### src/rtl/rast_pkg.sv
// Shared types and Q-format constants for the rasteriser barycentric path.
// Weights and areas are Q24.8; the reciprocal and normalized outputs set their own fractions.
package rast_pkg;

  localparam int unsigned W_FRAC     = 8;
  localparam int unsigned INV_FRAC_Q = 28;
  localparam int unsigned OUT_FRAC_Q = 16;

  typedef enum logic [2:0] {
    StIdle,
    StIssue,
    StWait,
    StMul,
    StOut
  } req_state_e;

  // Right shift that takes a weight*reciprocal product down to the output fraction.
  function automatic int unsigned norm_shift(input int unsigned inv_frac,
                                             input int unsigned out_frac);
    return W_FRAC + inv_frac - out_frac;
  endfunction

endpackage

### src/rtl/sat_shift_mul.sv
// Signed multiply, arithmetic right shift, then saturate into a signed OUT_WIDTH result.
// Purely combinational; the caller registers the result.
module sat_shift_mul #(
  parameter int unsigned A_WIDTH   = 32,
  parameter int unsigned B_WIDTH   = 32,
  parameter int unsigned OUT_WIDTH = 32,
  parameter int unsigned SHIFT     = 20
) (
  input  logic signed [A_WIDTH-1:0]   i_a,
  input  logic signed [B_WIDTH-1:0]   i_b,
  output logic signed [OUT_WIDTH-1:0] o_y
);

  localparam int unsigned P_WIDTH = A_WIDTH + B_WIDTH;

  logic signed [P_WIDTH-1:0] w_prod;
  logic signed [P_WIDTH-1:0] w_shr;
  logic signed [P_WIDTH-1:0] w_max;
  logic signed [P_WIDTH-1:0] w_min;

  assign w_prod = i_a * i_b;
  assign w_shr  = w_prod >>> SHIFT;

  // Output range limits, sign-extended to the full product width.
  assign w_max = {{(P_WIDTH - OUT_WIDTH + 1){1'b0}}, {(OUT_WIDTH - 1){1'b1}}};
  assign w_min = {{(P_WIDTH - OUT_WIDTH + 1){1'b1}}, {(OUT_WIDTH - 1){1'b0}}};

  always_comb begin
    o_y = w_shr[OUT_WIDTH-1:0];
    if (w_shr > w_max) begin
      o_y = w_max[OUT_WIDTH-1:0];
    end else if (w_shr < w_min) begin
      o_y = w_min[OUT_WIDTH-1:0];
    end
  end

endmodule

### src/rtl/tri_inv_requester.sv
// Normalizes a triangle's edge weights by its doubled area: requests 1/area from a shared
// reciprocal unit, then scales w0..w2 through one multiplier, one weight per cycle.
module tri_inv_requester
  import rast_pkg::*;
#(
  parameter int unsigned DATA_WIDTH = 32,
  parameter int unsigned INV_WIDTH  = 32,
  parameter int unsigned INV_FRAC   = INV_FRAC_Q,
  parameter int unsigned OUT_WIDTH  = 32,
  parameter int unsigned OUT_FRAC   = OUT_FRAC_Q
) (
  input  logic                         clk,
  input  logic                         rst,
  input  logic                         tri_valid,
  output logic                         tri_ready,
  input  logic signed [DATA_WIDTH-1:0] tri_area,
  input  logic signed [DATA_WIDTH-1:0] tri_w0,
  input  logic signed [DATA_WIDTH-1:0] tri_w1,
  input  logic signed [DATA_WIDTH-1:0] tri_w2,
  input  logic                         inv_ready,
  output logic signed [DATA_WIDTH-1:0] inv_a,
  output logic                         inv_a_dv,
  input  logic signed [INV_WIDTH-1:0]  inv_result,
  input  logic                         inv_result_dv,
  output logic                         norm_valid,
  input  logic                         norm_ready,
  output logic signed [OUT_WIDTH-1:0]  norm_w0,
  output logic signed [OUT_WIDTH-1:0]  norm_w1,
  output logic signed [OUT_WIDTH-1:0]  norm_w2,
  output logic [15:0]                  cull_count
);

  localparam int unsigned SHIFT = norm_shift(INV_FRAC, OUT_FRAC);

  req_state_e r_state;

  logic signed [DATA_WIDTH-1:0] r_inv_a;
  logic signed [DATA_WIDTH-1:0] r_w0;
  logic signed [DATA_WIDTH-1:0] r_w1;
  logic signed [DATA_WIDTH-1:0] r_w2;
  logic signed [INV_WIDTH-1:0]  r_inv;
  logic [1:0]                   r_idx;
  logic signed [OUT_WIDTH-1:0]  r_p0;
  logic signed [OUT_WIDTH-1:0]  r_p1;
  logic signed [OUT_WIDTH-1:0]  r_norm_w0;
  logic signed [OUT_WIDTH-1:0]  r_norm_w1;
  logic signed [OUT_WIDTH-1:0]  r_norm_w2;
  logic                         r_norm_valid;
  logic [15:0]                  r_cull;

  logic signed [DATA_WIDTH-1:0] w_mul_a;
  logic signed [OUT_WIDTH-1:0]  w_prod;
  logic                         w_degenerate;

  always_comb begin
    w_mul_a = r_w0;
    case (r_idx)
      2'd1:    w_mul_a = r_w1;
      2'd2:    w_mul_a = r_w2;
      default: w_mul_a = r_w0;
    endcase
  end

  sat_shift_mul #(
    .A_WIDTH  (DATA_WIDTH),
    .B_WIDTH  (INV_WIDTH),
    .OUT_WIDTH(OUT_WIDTH),
    .SHIFT    (SHIFT)
  ) u_mul (
    .i_a(w_mul_a),
    .i_b(r_inv),
    .o_y(w_prod)
  );

  // Zero or negative area means degenerate or back-facing.
  assign w_degenerate = tri_area[DATA_WIDTH-1] || (tri_area == '0);

  always_ff @(posedge clk) begin
    if (rst) begin
      r_state      <= StIdle;
      r_inv_a      <= '0;
      r_w0         <= '0;
      r_w1         <= '0;
      r_w2         <= '0;
      r_inv        <= '0;
      r_idx        <= 2'd0;
      r_p0         <= '0;
      r_p1         <= '0;
      r_norm_w0    <= '0;
      r_norm_w1    <= '0;
      r_norm_w2    <= '0;
      r_norm_valid <= 1'b0;
      r_cull       <= 16'd0;
    end else begin
      unique case (r_state)
        StIdle: begin
          if (tri_valid) begin
            r_w0 <= tri_w0;
            r_w1 <= tri_w1;
            r_w2 <= tri_w2;
            if (w_degenerate) begin
              r_cull <= r_cull + 16'd1;
            end else begin
              r_inv_a <= tri_area;
              r_state <= StIssue;
            end
          end
        end
        StIssue: begin
          if (inv_ready) begin
            r_state <= StWait;
          end
        end
        StWait: begin
          if (inv_result_dv) begin
            r_inv   <= inv_result;
            r_idx   <= 2'd0;
            r_state <= StMul;
          end
        end
        StMul: begin
          // Products are staged so norm_w* only change when the whole set is ready.
          case (r_idx)
            2'd0: begin
              r_p0  <= w_prod;
              r_idx <= 2'd1;
            end
            2'd1: begin
              r_p1  <= w_prod;
              r_idx <= 2'd2;
            end
            default: begin
              r_norm_w0    <= r_p0;
              r_norm_w1    <= r_p1;
              r_norm_w2    <= w_prod;
              r_norm_valid <= 1'b1;
              r_idx        <= 2'd0;
              r_state      <= StOut;
            end
          endcase
        end
        StOut: begin
          if (norm_ready) begin
            r_norm_valid <= 1'b0;
            r_state      <= StIdle;
          end
        end
        default: begin
          r_state <= StIdle;
        end
      endcase
    end
  end

  assign tri_ready  = (r_state == StIdle);
  assign inv_a_dv   = (r_state == StIssue) && inv_ready;
  assign inv_a      = r_inv_a;
  assign norm_valid = r_norm_valid;
  assign norm_w0    = r_norm_w0;
  assign norm_w1    = r_norm_w1;
  assign norm_w2    = r_norm_w2;
  assign cull_count = r_cull;

endmodule

### config.mk
export PLATFORM = sky130hd
export DESIGN_NAME = tri_inv_requester
export DESIGN_NICKNAME = d
export VERILOG_FILES = /design/src/rtl/rast_pkg.sv /design/src/rtl/sat_shift_mul.sv /design/src/rtl/tri_inv_requester.sv
export SDC_FILE = /design/constraint.sdc
export NUM_CORES = 2
export LEC_CHECK = 0
export BUFFER_PORTS_ARGS = -buffer_cell sky130_fd_sc_hd__buf_2
export CAP_MARGIN = 20
export CORE_MARGIN = 4
export CORE_UTILIZATION = 69
export CTS_CLUSTER_DIAMETER = 50
export DETAILED_ROUTE_END_ITERATION = 8
export GPL_TIMING_DRIVEN = 0
export PLACE_DENSITY = 0.95
export SLEW_MARGIN = 15
export SYNTH_ARGS = -nofsm -noshare
export SYNTH_HDL_FRONTEND = slang
export SYNTH_HIERARCHICAL = 1
export SYNTH_SLANG_ARGS = --single-unit
### constraint.sdc
create_clock -name clk -period 20 [get_ports clk]
set_clock_uncertainty 0.1 [all_clocks]
set_input_delay 2 -clock clk [delete_from_list [all_inputs] [get_ports clk]]
set_output_delay 2 -clock clk [all_outputs]
set_load 0.05 [all_outputs]
==> summary.txt <==
Outcome
  • Status: complete, no violations

Global route
  • First-pass GRT wire length: 274.9 mm
  • Largest net degree at the start of global routing: 27
  • GRT Util Overall: 50.44%
  • Initial antenna violation count: 22
  • Vias in the first global route: 45512
  • Grt ovf: 0

Yosys
  • Share of the synthesized area in the top cell type: between 40% and 50%
  • Count leader, synth: nand2_1
  • YS warnings: 6
  • Mapped Nets: 6925
  • Cells after Synth: 5493
  • FF+latch count, synth: 342
  • Top cells by area, synth: fa_1 (44%), dfxtp_1 (14%), nand2_1 (8.6%), inv_1 (7.2%), and2_1 (6.6%)
  • Async SR Flop Fraction: 0%
  • Post-synth EDFFs: 0
  • Most used DFF post-synth: dfxtp_1
  • Most instantiated cells after synthesis: nand2_1 (1113), fa_1 (1081), inv_1 (939)
  • Syn Area/Cell: 8.887 µm²
  • Netlist cell types: between 70 and 80
  • Dominant cell type by area after synthesis: fa_1
  • Seq/Total Area, Yosys: 14.03%
  • Mapped Area: 48820 µm²

Pwr
  • Pleak: approximately 26 nW
  • Maximum vdd drop: between 0.06 and 0.07 mV
  • Clock Power Share: 36.9%
  • Pint: roughly 0.0013 W
  • Sequential Power Share: 35.6%
  • Sw Share: 37.33%
  • Combinational Power Share: 27.5%
  • Net Sw Power: 0.0007525 W
  • P per Cell Area: 38.06 nW/µm²

Die
  • I/O pin count: 313
  • CORE AREA: 70030 µm²
  • Die area: 75070 µm²
  • Die span in y: 274.0 µm
  • Floorplan row count: 97
  • Die width: approximately 270 µm
  • Starting density of the core: a little over two thirds

Route
  • Vias per cell: 6.350
  • DR pass1 iterations: 9
  • # DRC: 0
  • WL/cell: 27.30 µm
  • Vias: 43365
  • Iter 0 DRT Violations: 5437
  • Final ANT Viol Nets: 0
  • Final wirelength: 186.4 mm

Finish
  • Area grow syn2layout: 8.476%
  • Nets: 7280
  • Share of cells above drive strength 1: 7.590%
  • FILL cells: 4840
  • Design area: approximately 53000 µm²

Worst setup path
  • Req. time, crit path: 20.31 ns
  • R2r setup slk: 5.90 ns
  • Crit start category: flop
  • Largest stage delay on the critical path: 1.02 ns
  • Critical Path Fanout Max: 10
  • Crit end category: flop
  • Buffers & Inverters on Critical Path: 13
  • CP arrival: between 10 and 15 ns
  • Slowest-stage cell, CP: o41ai_2
  • CP delay by family, top: adder cells
  • Critical path type: reg2reg

Clock network
  • TritonCTS buffer count: 39
  • TritonCTS Sinks: 342
  • Setup bufs post-CTS: 0
  • Clock-pin slew on the worst setup and hold paths: 0.06 ns
  • Clk Latency, worst-skew pair: approximately 0.60 ns
  • # resized after CTS: 0
  • Clock Tree Buf Depth: 3
  • CTS tree: done
  • H-tree Lvls: 2
  • Cts hold-fix bufs: 0
  • Root Driver: clkbuf_16

Timing
  • Max Slew Vio Count: 0
  • Final period util: 70.48%
  • Final Critical Period: 14.10 ns
  • RSZ-0062 raised after global routing: false
  • Worst slew pin tran: 1.315 ns
  • Setup violators final: 0
  • Final Hold Slack: around 0.35 ns
  • Setup TNS: 0 ns
  • Setup WS post-layout: between 5 and 6 ns
  • Final Hold Vio Count: 0
  • Max-slew headroom: 12.32%
  • Fmax: 70.94 MHz

Placed design
  • Post-place setup slack: 6.417 ns
  • Post-Place Cell Area: between 50000 and 60000 µm²
  • PortBufs: 311
  • Placer Congestion: 1.064
  • Detailed placement HPWL: 152.2 mm

Job
  • Max-cap violations: 0

Worst hold path
  • Hold crit path type: reg2reg
[layout make-up]
| type | instances | area, µm² | share of cell area (%) |
|---|---|---|---|
| well taps | 940 | 1176 | 2.221 |
| clock buffers | 49 | 1104 | 2.084 |
| repair buffers | 314 | 1580 | 2.984 |
| multi-input cells | 3870 | 37100 | 70.06 |
| diodes | 13 | 32.53 | 0.06143 |
| inverters | 939 | 3525 | 6.656 |
| flip-flops and latches | 342 | 6847 | 12.93 |
| plain buffers | 342 | 1353 | 2.554 |
| clock inverters | 20 | 240.2 | 0.4537 |
[worst reg2reg max path: cells and delay by family, from the launching register on]
| family | cells | cell delay (ns) |
|---|---|---|
| AND/OR/NAND/NOR | 7 | 1.38 |
| flip-flops | 1 | 0.36 |
| buffers and inverters | 13 | 3.68 |
| adder cells (fa/ha/maj) | 10 | 5.17 |
| AO/OA/AOI/OAI | 9 | 3.23 |
[logic make-up (layout without fill, tap and decap cells)]
logic type / Yosys count / in the layout / share of synthesized area (%)
multiplexers: 32 / 32 / 0.6587
adder cells (fa/ha/maj): 1266 / 1266 / 49.07
buffers and inverters: 1281 / 1664 / 9.986
flip-flops: 342 / 342 / 14.03
AND/OR/NAND/NOR: 1884 / 1884 / 17.87
XOR/XNOR: 59 / 59 / 1.059
AO/OA/AOI/OAI: 629 / 629 / 7.333
other: 0 / 13 / 0
[worst paths after layout]
check	from	end	cells past startpoint
setup reg to reg	r_idx[0]	r_p1[1]	39
hold / removal	r_p0[20]	norm_w0[20]	2
hold reg to reg	r_p0[20]	norm_w0[20]	2
setup / recovery	r_idx[0]	r_p1[1]	39
[registers in the layout (all words and copies together) (netlist names)]
register    flops
r_p1           32
inv_a          32
r_state         3
r_w2           32
norm_valid      1
r_w1           32
r_inv          32
norm_w1        32
cull_count     16
r_w0           32
r_idx           2
norm_w2        32
r_p0           32
norm_w0        32
[metrics by stage]
step	util [%]	instances	total power, W
detailed placement	73.62	6744	0.001242
global route	75.57	6816	0.002061
finish	75.62	6829	0.002016
global placement	73.61	6744	0.001225
CTS	75.53	6813	0.001973
floorplan	-	5493	0.001030
[layout by cell type, fill, tap and decap left out, types with 10 or more instances in the layout]
master        n
dfxtp_1     342
or4_1        10
xor2_1       23
clkbuf_16    39
a21o_1       15
o21ai_0      41
nand2_1    1113
o21bai_1     12
mux2i_1      31
nor2_1      125
o31ai_1      15
xnor2_1      36
diode_2      13
nand4_1      31
nand3_1      16
o21a_1       13
ha_1        185
o21ai_1      34
buf_2       342
inv_1       939
a22oi_1      33
nand2b_1     11
a21oi_1     413
nor4_1       15
clkbuf_1    297
or3_1        11
fa_1       1080
and2_1      517
[metal layers]
metal / GRT usage, % / routed length (µm) / vias up / share of wire [%]
met2: 76.13 / 81180 / 3605 / 44
li1: - / - / 17216 / -
met3: 18.55 / 25790 / 1222 / 14
met4: 39.12 / 19720 / 12 / 11
met5: 0 / 84 / - / 0.045
met1: 58.61 / 59650 / 21310 / 32
[power groups by stage]
stage / Combinational, W / Clock (W) / Sequential (W)
finish: 0.000554 / 0.000745 / 0.000717
global route: 0.000570 / 0.000773 / 0.000718
CTS: 0.000515 / 0.000742 / 0.000716
detailed placement: 0.000511 / 0 / 0.000731
global placement: 0.000495 / 0 / 0.000730
floorplan: 0.000291 / 0 / 0.000738
Power figures use the tool's default switching activity.
